--- config.mk ---
export PLATFORM = sky130hd
export DESIGN_NAME = plane_pixel_shifter
export DESIGN_NICKNAME = d
export VERILOG_FILES = /design/src/rtl/plane_pixel_shifter.sv
export SDC_FILE = /design/constraint.sdc
export NUM_CORES = 1
export LEC_CHECK = 0
export ABC_AREA = 0
export BUFFER_PORTS_ARGS = -buffer_cell sky130_fd_sc_hd__clkbuf_2
export CAP_MARGIN = 25
export CELL_PAD_IN_SITES_DETAIL_PLACEMENT = 1
export CELL_PAD_IN_SITES_GLOBAL_PLACEMENT = 2
export CORE_UTILIZATION = 41
export DETAILED_ROUTE_END_ITERATION = 7
export PLACE_DENSITY_LB_ADDON = 0.2
export SKIP_LAST_GASP = 1
export SYNTH_ARGS = -nofsm -noshare
export SYNTH_HDL_FRONTEND = slang
export SYNTH_SLANG_ARGS = --single-unit
--- constraint.sdc ---
create_clock -name clk -period 2.43 [get_ports clk]
set_clock_uncertainty 0.2 [all_clocks]
set_input_delay 0.1215 -clock clk [delete_from_list [all_inputs] [get_ports clk]]
set_output_delay 0.1215 -clock clk [all_outputs]
set_load 0.01 [all_outputs]
--- src/rtl/plane_pixel_shifter.sv ---
// Bitplane word buffer plus parallel-load/serial-out shifters feeding a layer colour mux.

// Small generic FIFO used as the word buffer ahead of the plane shifters.
// Latency: an entry pushed on one edge is at the pop side from the next cycle.
// Backpressure: push_rdy is low while full, derived from the registered count only.
module ppx_fifo #(
    parameter int W     = 8,
    parameter int DEPTH = 2
) (
    input  logic         clk,
    input  logic         RESETn,
    input  logic         push_vld,
    output logic         push_rdy,
    input  logic [W-1:0] push_dat,
    input  logic         pop,
    output logic         pop_vld,
    output logic [W-1:0] pop_dat
);
    localparam int AW = (DEPTH > 1) ? $clog2(DEPTH) : 1;
    localparam logic [AW-1:0] LAST = AW'(DEPTH - 1);
    localparam logic [AW:0]   FULL = (AW + 1)'(DEPTH);

    logic [W-1:0]  mem [DEPTH];
    logic [AW-1:0] wr_ptr;
    logic [AW-1:0] rd_ptr;
    logic [AW:0]   count;
    logic          do_push;
    logic          do_pop;

    assign push_rdy = (count < FULL);
    assign pop_vld  = (count != '0);
    assign pop_dat  = mem[rd_ptr];
    assign do_push  = push_vld && push_rdy;
    assign do_pop   = pop && pop_vld;

    always_ff @(posedge clk) begin
        if (!RESETn) begin
            wr_ptr <= '0;
            rd_ptr <= '0;
            count  <= '0;
        end else begin
            if (do_push) wr_ptr <= (wr_ptr == LAST) ? '0 : wr_ptr + 1'b1;
            if (do_pop)  rd_ptr <= (rd_ptr == LAST) ? '0 : rd_ptr + 1'b1;
            case ({do_push, do_pop})
                2'b10:   count <= count + 1'b1;
                2'b01:   count <= count - 1'b1;
                default: ;
            endcase
        end
    end

    always_ff @(posedge clk) begin
        if (do_push) mem[wr_ptr] <= push_dat;
    end
endmodule

// Plane shifters: one serial pixel bit per bitplane, words loaded from a 2-deep buffer.
// Latency: a buffered word appears on pix_out the cycle after the wrapping pixel strobe.
// Backpressure: in_ready drops when two words are buffered; an empty buffer at wrap fills transparent.
module plane_pixel_shifter #(
    parameter int PLANES   = 3,
    parameter int WORD_W   = 8,
    parameter bit FILL_BIT = 1'b1,
    parameter bit CEN_EDGE = 1'b1
) (
    input  logic                     clk,
    input  logic                     RESETn,
    input  logic                     pix_cen,
    input  logic                     in_valid,
    output logic                     in_ready,
    input  logic [PLANES*WORD_W-1:0] in_data,
    input  logic                     in_flip,
    input  logic                     in_blank,
    output logic [PLANES-1:0]        pix_out,
    output logic                     out_valid,
    output logic                     word_start,
    output logic                     underrun
);
    localparam int CW = (WORD_W > 1) ? $clog2(WORD_W) : 1;
    localparam int DW = PLANES * WORD_W;
    localparam int EW = DW + 2;
    localparam logic [CW-1:0] LAST_PIX = CW'(WORD_W - 1);

    logic                               last_cen;
    logic                               strobe;
    logic                               wrap;
    logic                               head_vld;
    logic                               head_flip;
    logic                               head_blank;
    logic [EW-1:0]                      head;
    logic [DW-1:0]                      head_data;
    logic [CW-1:0]                      pix_cnt;
    logic [PLANES-1:0][WORD_W-1:0]      shreg;
    logic [PLANES-1:0][WORD_W-1:0]      load_word;

    ppx_fifo #(.W(EW), .DEPTH(2)) u_word_buf (
        .clk      (clk),
        .RESETn   (RESETn),
        .push_vld (in_valid),
        .push_rdy (in_ready),
        .push_dat ({in_blank, in_flip, in_data}),
        .pop      (wrap),
        .pop_vld  (head_vld),
        .pop_dat  (head)
    );

    assign {head_blank, head_flip, head_data} = head;
    assign strobe = CEN_EDGE ? (pix_cen & ~last_cen) : pix_cen;
    assign wrap   = strobe && (pix_cnt == LAST_PIX);

    // Flip is a bit reversal at load time, so it never leaks into adjacent words.
    always_comb begin
        load_word = '0;
        for (int p = 0; p < PLANES; p++) begin
            for (int b = 0; b < WORD_W; b++) begin
                if (head_blank)
                    load_word[p][b] = FILL_BIT;
                else if (head_flip)
                    load_word[p][b] = head_data[p*WORD_W + WORD_W - 1 - b];
                else
                    load_word[p][b] = head_data[p*WORD_W + b];
            end
        end
    end

    always_ff @(posedge clk) begin
        if (!RESETn) begin
            last_cen   <= 1'b1;
            pix_cnt    <= LAST_PIX;
            shreg      <= {DW{FILL_BIT}};
            out_valid  <= 1'b0;
            word_start <= 1'b0;
            underrun   <= 1'b0;
        end else begin
            last_cen   <= pix_cen;
            word_start <= 1'b0;
            underrun   <= 1'b0;
            if (wrap) begin
                pix_cnt    <= '0;
                out_valid  <= head_vld;
                word_start <= head_vld;
                underrun   <= !head_vld;
                shreg      <= head_vld ? load_word : {DW{FILL_BIT}};
            end else if (strobe) begin
                pix_cnt <= pix_cnt + 1'b1;
                for (int p = 0; p < PLANES; p++)
                    shreg[p] <= {shreg[p][WORD_W-2:0], FILL_BIT};
            end
        end
    end

    always_comb begin
        pix_out = '0;
        for (int p = 0; p < PLANES; p++)
            pix_out[p] = shreg[p][WORD_W-1];
    end
endmodule

* Word level (Yosys, flattened, before mapping)
Memories as Yosys holds them, arrays and structs flattened. A register that Yosys moved wholly into a read port is not among the register bits.
Cells that the tools add are included.
** Operators by class
- Multipliers :: 0
- Divide/modulo/power cells :: 0
- $add $sub $neg :: 5
- Eq/ne operators :: 3
- $lt $le $gt $ge :: 1
- Bitwise logic cells :: 2
- Shifts and indexed selects :: 0
- Reductions and logical operators :: 8
- Mux-type cells :: 60
** Operators with widths (number)
- $mux W24 :: 3
- $mux W1 :: 54
- $mux W3 :: 2
- $reduce_bool A2 Y1 :: 3
- $pmux W2 S2 :: 1
- $add A3 B1 Y3 const B :: 1
- $eq A3 B3 Y1 const B :: 1
- $logic_and A1 B1 Y1 :: 3
- $add A1 B1 Y1 const B :: 2
- $add A2 B1 Y2 const B :: 1
- $eq A2 B1 Y1 const B :: 1
- $eq A2 B2 Y1 const B :: 1
- $lt A2 B2 Y1 const B :: 1
- $reduce_and A2 Y1 :: 1
- $sub A2 B1 Y2 const B :: 1
- $and A1 B1 Y1 :: 1
- $logic_not A1 Y1 :: 1
- $not A1 Y1 :: 1
** Word-level totals
- Bits of input ports :: 30
- Bits in read-only memories :: 0
- Bits in registers :: 35
- Output and inout port bits :: 7
- Bits in writable memories :: 52
- Bits in latches :: 0
- Memories :: 1
- Logic and storage cells :: 91
** Memory list
- u_word_buf.mem :: words 2, bits a word 26, rd ports 1, clocked after memory_dff 1, write ports 1, line 23 : logic [W-1:0] mem [DEPTH];

* Depth between registers and ports, before layout
Gate-level depths: netlist of the first run.
- Depth after elaboration :: 6
- Depth in mapped cells :: 8
- Mapped depth without buffers :: 7

* By module
A second synthesis of the first run with hierarchy kept.
** Unflattened totals
- Cell total of the unflattened synthesis :: 270
- Area total of the unflattened synthesis :: 3912.5 um^2
** Modules (own cells, without submodules)
- ppx_fifo :: seq. area each 1661.6 um^2, instances 1, area each 2093.3 um^2, cells an instance 104
- plane_pixel_shifter :: seq. area each 620.6 um^2, instances 1, area each 1819.2 um^2, cells an instance 166

* Least setup slack after synthesis of the first run
OpenSTA, ideal clock, no wires.
- Path kind :: register to register
- From :: reg u_word_buf.count[1]
- To :: mem u_word_buf.mem[0][0] (netlist bit), enable pin
- Stages on the path, launching flop included :: 4
- Period minus slack after synthesis :: 2292 ps
- Required time :: 1820 ps
- Arrival :: 1681 ps
- Slack :: 138 ps
- Path buffers :: 0
- Library setup time :: 410 ps
- Cell sequence :: dfxtp_1 inv_1 nand2_1 nor2_1
** On the way
- Word-level cells in the longest chain between the ends :: 4
** RTL lines
- from (decl) :: line 26 : logic [AW:0] count;
- from (signal assigned) :: line 45 : 2'b10: count <= count + 1'b1;
- from (signal assigned) :: line 46 : 2'b01: count <= count - 1'b1;
- $lt A2 B2 Y1 :: line 30 : assign push_rdy = (count < FULL);
- net in_ready :: line 70 : output logic in_ready,
- $logic_and A1 B1 Y1 :: line 33 : assign do_push = push_vld && push_rdy;
- $mux W1 :: line 53 : if (do_push) mem[wr_ptr] <= push_dat;
- $mux W1 (implied by the code) :: line 53
- to (decl) :: line 23
The timed path passes the listed nets, and every way through them passes these cells.

* Worst setup path in the final report of the first run
- From :: reg pix_cnt[0]
- To :: reg u_word_buf.count[1]
** On the way
- Word-level cells in the longest chain between the ends :: 5
- Elaborated cells on any way between the ends :: 7
- Classes of those cells :: eq/ne: 3; mux: 1; reduce/logical: 3
** RTL lines
- from (decl) :: line 92 : logic [CW-1:0] pix_cnt;
- from (signal assigned) :: line 145 : pix_cnt <= pix_cnt + 1'b1;
- $eq A3 B3 Y1 (*) :: line 109 : assign wrap = strobe && (pix_cnt == LAST_PIX);
- $logic_and A1 B1 Y1 (*) :: line 109
- $logic_and A1 B1 Y1 (*) :: line 34 : assign do_pop = pop && pop_vld;
- net u_word_buf.do_pop :: line 28 : logic do_pop;
- $eq A2 B1 Y1 or $eq A2 B2 Y1 (tied branches) :: line 44 : case ({do_push, do_pop})
- $pmux W2 S2 or $reduce_bool A2 Y1 (tied branches)
The timed path passes the listed nets; every way through them passes the cells marked *.
A chain may end at the register's enable or synchronous reset.

==> results of run 1 <==
## per-stage QoR
stage	hold WS, ns	utilization (%)
2_1_floorplan	0.0204	-
3_3_place_gp	0.110	45.1
3_5_place_dp	0.114	45.1
4_1_cts	0.0246	50.4
5_1_grt	0.0615	50.4
6_report	0.0402	50.4
## cells in the mapped netlist, types with 2 or more instances
library cell | number | area [µm²]
buf_6 | 3 | 33.8
dfxtp_1 | 36 | 721
clkbuf_1 | 7 | 26.3
nor3_1 | 2 | 10.0
o22ai_1 | 3 | 18.8
buf_2 | 10 | 50.1
edfxtp_1 | 52 | 1560
nand2_1 | 30 | 113
ha_1 | 3 | 37.5
o221ai_2 | 17 | 255
a21oi_1 | 2 | 10.0
o221ai_1 | 4 | 35.0
nand2b_1 | 2 | 12.5
mux2i_1 | 73 | 731
nor2_1 | 2 | 7.51
and2_1 | 4 | 25.0
xnor2_1 | 2 | 17.5
buf_4 | 7 | 52.6
nand3_1 | 24 | 120
## worst min path at each step
stage                                                 end  cells past startpoint
after floorplan            u_word_buf.mem[0][0]$_DFFE_PP_                      0
after detailed placement  u_word_buf.mem[1][10]$_DFFE_PP_                      1
after CTS                  u_word_buf.wr_ptr$_SDFFE_PN0P_                      4
final                      u_word_buf.wr_ptr$_SDFFE_PN0P_                      4
after global routing       u_word_buf.wr_ptr$_SDFFE_PN0P_                      4
after global placement     u_word_buf.mem[1][8]$_DFFE_PP_                      1
## flip-flops by register name (all words and copies together), names as in the netlist, named ones only
signal,flops
pix_cnt,3
out_valid,1
u_word_buf.mem,52
u_word_buf.count,2
u_word_buf.rd_ptr,1
shreg,21
underrun,1
last_cen,1
word_start,1
pix_out,3
u_word_buf.wr_ptr,1
## repair_timing
| item | in CTS | in global routing |
|---|---|---|
| hold buffers | 27 | 0 |
| gates resized for setup | 0 | 0 |
| hold endpoints to repair | 53 | 0 |
## worst min-delay path, cell delays in order
cell and delay [ns]:
clkbuf_2 0.09, nand2_1 0.12, and2_1 0.14, o21a_1 0.10
## power by group through the flow
stage / clock, mW / combinational (mW) / sequential, mW
2_1_floorplan: 0 / 0.286 / 1.76
3_3_place_gp: 0 / 0.378 / 1.77
3_5_place_dp: 0 / 0.387 / 1.78
4_1_cts: 1.17 / 0.422 / 1.74
5_1_grt: 1.22 / 0.460 / 1.75
6_report: 1.13 / 0.413 / 1.74
## cell type report
type,instances,share of cell area [%]
well taps,129,3.45
clock buffers,9,2.64
clock inverters,7,2.19
multi-input cells,180,31.8
flip-flops and latches,88,48.7
repair buffers,72,11.1
inverters,1,0.0801
## kinds of logic after synthesis
| logic type | Yosys count | share of synthesized area, % |
|---|---|---|
| buf+inv | 28 | 4.23 |
| xor+xnor | 3 | 0.667 |
| fa+ha+maj | 3 | 0.953 |
| mux | 73 | 18.6 |
| flops | 88 | 58.0 |
| simple gates | 72 | 9.02 |
| compound gates | 29 | 8.61 |
## layer usage
layer  vias up  part of all wire, %
met4         0                  1.4
met3        11                  2.0
met2        28                   51
met1      1237                   45
met5         -                    0
li1       1223                    -
==> impl_metrics.env, run 1 <==
export IMPL_grtUsageTotal_pct=16.2
export IMPL_layout_commonest_cell="mux2i_1"
export IMPL_min_path_type="in -> reg"
export IMPL_sequentialPowerShare_pct=53.0
export IMPL_use_met2_pct=28.2
export IMPL_cp_end_kind="flop"
export IMPL_root_buffer="clkbuf_8"
export IMPL_peakVddDrop_v=0.000307
export IMPL_rsz0062_at_grt="false"
export IMPL_regArea_um2=2280
export IMPL_grt_pass1_wl_mm=12.4
export IMPL_cts_buffers=9
export IMPL_r2r_start="pix_cnt[0]$_SDFFE_PN1P_"
export IMPL_max_cap_viol_count=0
export IMPL_place_ws_ns=0.258
export IMPL_io_pins=37
export IMPL_clk_insertion_delay_late_ns=0.36
export IMPL_post_cts_setup_buffers=0
export IMPL_portBuffers=36
export IMPL_wl_per_cell_um=15.7
export IMPL_yosysWarnings=0
export IMPL_drive_above_1_share_pct=23.0
export IMPL_critical_path_top_cell_by_count="ha_1"
export IMPL_worstSetupStartpoint="pix_cnt[0]$_SDFFE_PN1P_"
export IMPL_cts_sinks=88
export IMPL_arrival_ns=2.25
export IMPL_cp_endpoint="u_word_buf.count[1]$_SDFFE_PN0P_"
export IMPL_nFillCells=976
export IMPL_start_util_pct=42.4
export IMPL_met1_usage_pct=20.1
export IMPL_p_leak_nw=1.81
export IMPL_syn2layout_area_growth_pct=18.9
export IMPL_r2r_end="u_word_buf.count[1]$_SDFFE_PN0P_"
export IMPL_worstSetupPathType="reg -> reg"
export IMPL_place_area_um2=4190
export IMPL_crit_chain="ha_1 -> ha_1 -> nor3b_2 -> ha_1 -> or3_1 -> a21boi_1"
export IMPL_tightest_slew_ns=0.702
export IMPL_drcViolationCount=0
export IMPL_clkSlewWorstSetupHoldPaths_ns=0.09
export IMPL_final_hold_viol_count=0
export IMPL_outcome="completed"
export IMPL_num_antenna_cells=0
export IMPL_ys_seq_area_share_pct=58.0
export IMPL_synthArstFlopShare_pct=0
export IMPL_drtAntennaViolNets=0
export IMPL_dieArea_um2=10000
export IMPL_timing_reg2reg_setup_slack_ns=0.27
export IMPL_ys_types=32
export IMPL_synth_ff_type="edfxtp_1"
export IMPL_gp_congestion=0.731
export IMPL_power_frac_comb_pct=12.6
export IMPL_syn_nets=329
export IMPL_worstSetupPathDepth=6
export IMPL_power_switching_mw=0.826
export IMPL_grt_overflow=0
export IMPL_die_width_um=100
export IMPL_hold_path_startpoint="in_valid"
export IMPL_viasPerCell=5.14
export IMPL_max_stage_delay_ns=0.38
export IMPL_cts_tree="done"
export IMPL_synth_edf_count=52
export IMPL_intPower_mw=2.46
export IMPL_final_cell_mix="mux2i_1, edfxtp_1, dfxtp_1, clkbuf_2, nand2_1"
export IMPL_initialDrtViolationCount=81
export IMPL_global_route_peak_usage_layer="met2"
export IMPL_core_area_um2=9280
export IMPL_grt_max_degree=36
export IMPL_cellPowerDensity_nw_per_um2=702
export IMPL_stdcell_count=486
export IMPL_finalInstanceArea_um2=4680
export IMPL_power_total_mw=3.29
export IMPL_worstPathRequired_ns=2.52
export IMPL_die_h_um=100
export IMPL_place_hpwl_mm=4.63
export IMPL_max_freq_mhz=463
export IMPL_swShare_pct=25.1
export IMPL_num_vias=2499
export IMPL_dp_cells=443
export IMPL_slew_violations=0
export IMPL_syn_area_um2=3940
export IMPL_multi_input_area_um2=1490
export IMPL_r2r_cells=6
export IMPL_clkPwrFrac_pct=34.4
export IMPL_setup_tns_ns=0
export IMPL_min_period_over_period_pct=88.9
export IMPL_cp_top_family="adder cells"
export IMPL_clockBufferDepth=2
export IMPL_grt_pass1_vias=2524
export IMPL_ys_ff_latch=88
export IMPL_startpoint_type="flop"
export IMPL_fin_nets=385
export IMPL_syn_area_per_cell_um2=13.3
export IMPL_wirelength_mm=7.64
export IMPL_layout_setup_ws_ns=0.270
export IMPL_cp_num_buf_inv=0
export IMPL_antenna_found_initial=0
export IMPL_finalSetupViolations=0
export IMPL_period_needed_ns=2.16
export IMPL_num_rows=35
export IMPL_worstPathMaxFanout=5
export IMPL_relSlewSlack_pct=53.2
export IMPL_first_pass_iters=4
export IMPL_use_met3_pct=2.92
export IMPL_syn_inst=296
export IMPL_cpMaxStageDelayCell="or3_1"
export IMPL_cts_htree_levels=3
Power figures use the tool's default switching activity.
==> inputs of run 2 (changes only) <==
- HOLD_SLACK_MARGIN: unset -> 0.05
==> run 2 against run 1 <==
Net effect:
- cell count up 0.21%
- flip-flop and latch count unchanged
- combinational power about the same
- power about the same
- routed wire length about the same
- sequential share of layout area down 0.10 points
- non-clock buffer count up 1
==> impl_metrics.env, run 2 (synthesis gave the netlist of run 1 again) <==
export IMPL_worstPathMaxFanout=5
export IMPL_clockBufferDepth=2
export IMPL_crit_chain="ha_1 -> ha_1 -> nor3b_2 -> ha_1 -> or3_1 -> a21boi_1"
export IMPL_root_buffer="clkbuf_8"
export IMPL_num_rows=35
export IMPL_final_cell_mix="mux2i_1, edfxtp_1, dfxtp_1, clkbuf_2, nand2_1"
export IMPL_grtUsageTotal_pct=16.2
export IMPL_startpoint_type="flop"
export IMPL_grt_pass1_vias=2528
export IMPL_cts_buffers=9
export IMPL_place_hpwl_mm=4.63
export IMPL_peakVddDrop_v=0.000307
export IMPL_min_path_type="in -> reg"
export IMPL_slew_violations=0
export IMPL_clk_insertion_delay_late_ns=0.36
export IMPL_regArea_um2=2280
export IMPL_fin_nets=386
export IMPL_max_stage_delay_ns=0.38
export IMPL_power_total_mw=3.29
export IMPL_start_util_pct=42.4
export IMPL_viasPerCell=5.13
export IMPL_worstPathRequired_ns=2.52
export IMPL_antenna_found_initial=0
export IMPL_num_vias=2500
export IMPL_cpMaxStageDelayCell="or3_1"
export IMPL_cts_htree_levels=3
export IMPL_layout_commonest_cell="mux2i_1"
export IMPL_final_hold_viol_count=0
export IMPL_grt_overflow=0
export IMPL_regMostFlops="u_word_buf.mem"
export IMPL_rsz0062_at_grt="false"
export IMPL_wirelength_mm=7.63
export IMPL_grt_max_degree=36
export IMPL_clkSlewWorstSetupHoldPaths_ns=0.09
export IMPL_first_pass_iters=4
export IMPL_reg_largest_list="u_word_buf.mem (52), shreg (21)"
export IMPL_num_antenna_cells=0
export IMPL_cts_tree="done"
export IMPL_worstSetupPathType="reg -> reg"
export IMPL_wl_per_cell_um=15.7
export IMPL_cp_end_kind="flop"
export IMPL_die_h_um=100
export IMPL_multi_input_area_um2=1490
export IMPL_cp_endpoint="u_word_buf.count[1]$_SDFFE_PN0P_"
export IMPL_r2r_start="pix_cnt[0]$_SDFFE_PN1P_"
export IMPL_portBuffers=36
export IMPL_p_leak_nw=1.82
export IMPL_outcome="completed"
export IMPL_max_freq_mhz=462
export IMPL_critical_path_top_cell_by_count="ha_1"
export IMPL_setup_tns_ns=0
export IMPL_max_cap_viol_count=0
export IMPL_worstSetupStartpoint="pix_cnt[0]$_SDFFE_PN1P_"
export IMPL_die_width_um=100
export IMPL_relSlewSlack_pct=53.4
export IMPL_arrival_ns=2.25
export IMPL_period_needed_ns=2.17
export IMPL_gp_congestion=0.731
export IMPL_drcViolationCount=0
export IMPL_timing_reg2reg_setup_slack_ns=0.26
export IMPL_r2r_end="u_word_buf.count[1]$_SDFFE_PN0P_"
export IMPL_r2r_cells=6
export IMPL_drtAntennaViolNets=0
export IMPL_cellPowerDensity_nw_per_um2=700
export IMPL_core_area_um2=9280
export IMPL_nFillCells=975
export IMPL_dieArea_um2=10000
export IMPL_initialDrtViolationCount=88
export IMPL_io_pins=37
export IMPL_min_period_over_period_pct=89.1
export IMPL_drive_above_1_share_pct=22.9
export IMPL_tightest_slew_ns=0.699
export IMPL_cts_sinks=88
export IMPL_finalSetupViolations=0
export IMPL_largest_reg_flops=52
export IMPL_grt_pass1_wl_mm=12.4
export IMPL_syn2layout_area_growth_pct=19.2
run 2: cell types whose count changed in the layout (fill, tap and decap cells not counted):
cell / before / now
dlygate4sd3_1: 27 / 28
run 2: what timing repair did:
item / CTS / global route
hold endpoints to repair: 54 / 0
buffers inserted: 0 / 0
hold buffers: 28 / 0
gates resized for setup: 0 / 0
run 2: metal layers:
metal  wire length [µm]  GRT usage [%]  vias to the layer above
met2               3910           28.2                       30
met3                158           2.92                       11
met1               3450           20.1                     1234
met5                  0              0                        -
met4                110           6.35                        0
li1                   -              -                     1225
run 2: stage by stage:
stage                     util [%]  instances  setup slack [ns]  hold slack (ns)  area (µm²)
after floorplan                  -        296             0.138           0.0204        3940
after global placement        45.1        443             0.351            0.110        4190
after detailed placement      45.1        443             0.258            0.114        4190
after CTS                     50.6        487             0.244            0.183        4690
after global routing          50.6        487            0.0791            0.229        4690
final                         50.6        487             0.264            0.183        4690
run 2: layout make-up:
class | count | area share, %
flip-flops and latches | 88 | 48.6
multi-input cells | 180 | 31.8
repair buffers | 73 | 11.3
inverters | 1 | 0.0800
clock inverters | 7 | 2.19
well taps | 129 | 3.44
clock buffers | 9 | 2.64
run 2: worst max-delay path: cells and delay by family (launching register included):
kind | cells | cell delay, ns
adder cells (fa/ha/maj) | 3 | 0.71
AND/OR/NAND/NOR | 2 | 0.69
flip-flops | 1 | 0.36
AO/OA/AOI/OAI | 1 | 0.14
run 2: worst min-delay path by stage:
| stage | cells after the start | to | startpoint |
|---|---|---|---|
| 2_1_floorplan | 0 | u_word_buf.mem[0][0]$_DFFE_PP_ | in_data[0] |
| 3_3_place_gp | 1 | u_word_buf.mem[1][8]$_DFFE_PP_ | in_data[8] |
| 3_5_place_dp | 1 | u_word_buf.mem[1][10]$_DFFE_PP_ | in_data[10] |
| 4_1_cts | 2 | shreg[0]$_SDFFE_PN1P_ | RESETn |
| 5_1_grt | 2 | shreg[8]$_SDFFE_PN1P_ | RESETn |
| 6_report | 2 | pix_cnt[0]$_SDFFE_PN1P_ | RESETn |
run 2: report_power, final:
part / total (mW) / leakage (nW) / internal [mW] / switching, mW
clock network: 1.13 / 0.110 / 0.590 / 0.541
registers: 1.74 / 0.781 / 1.69 / 0.0537
logic: 0.414 / 0.925 / 0.183 / 0.231
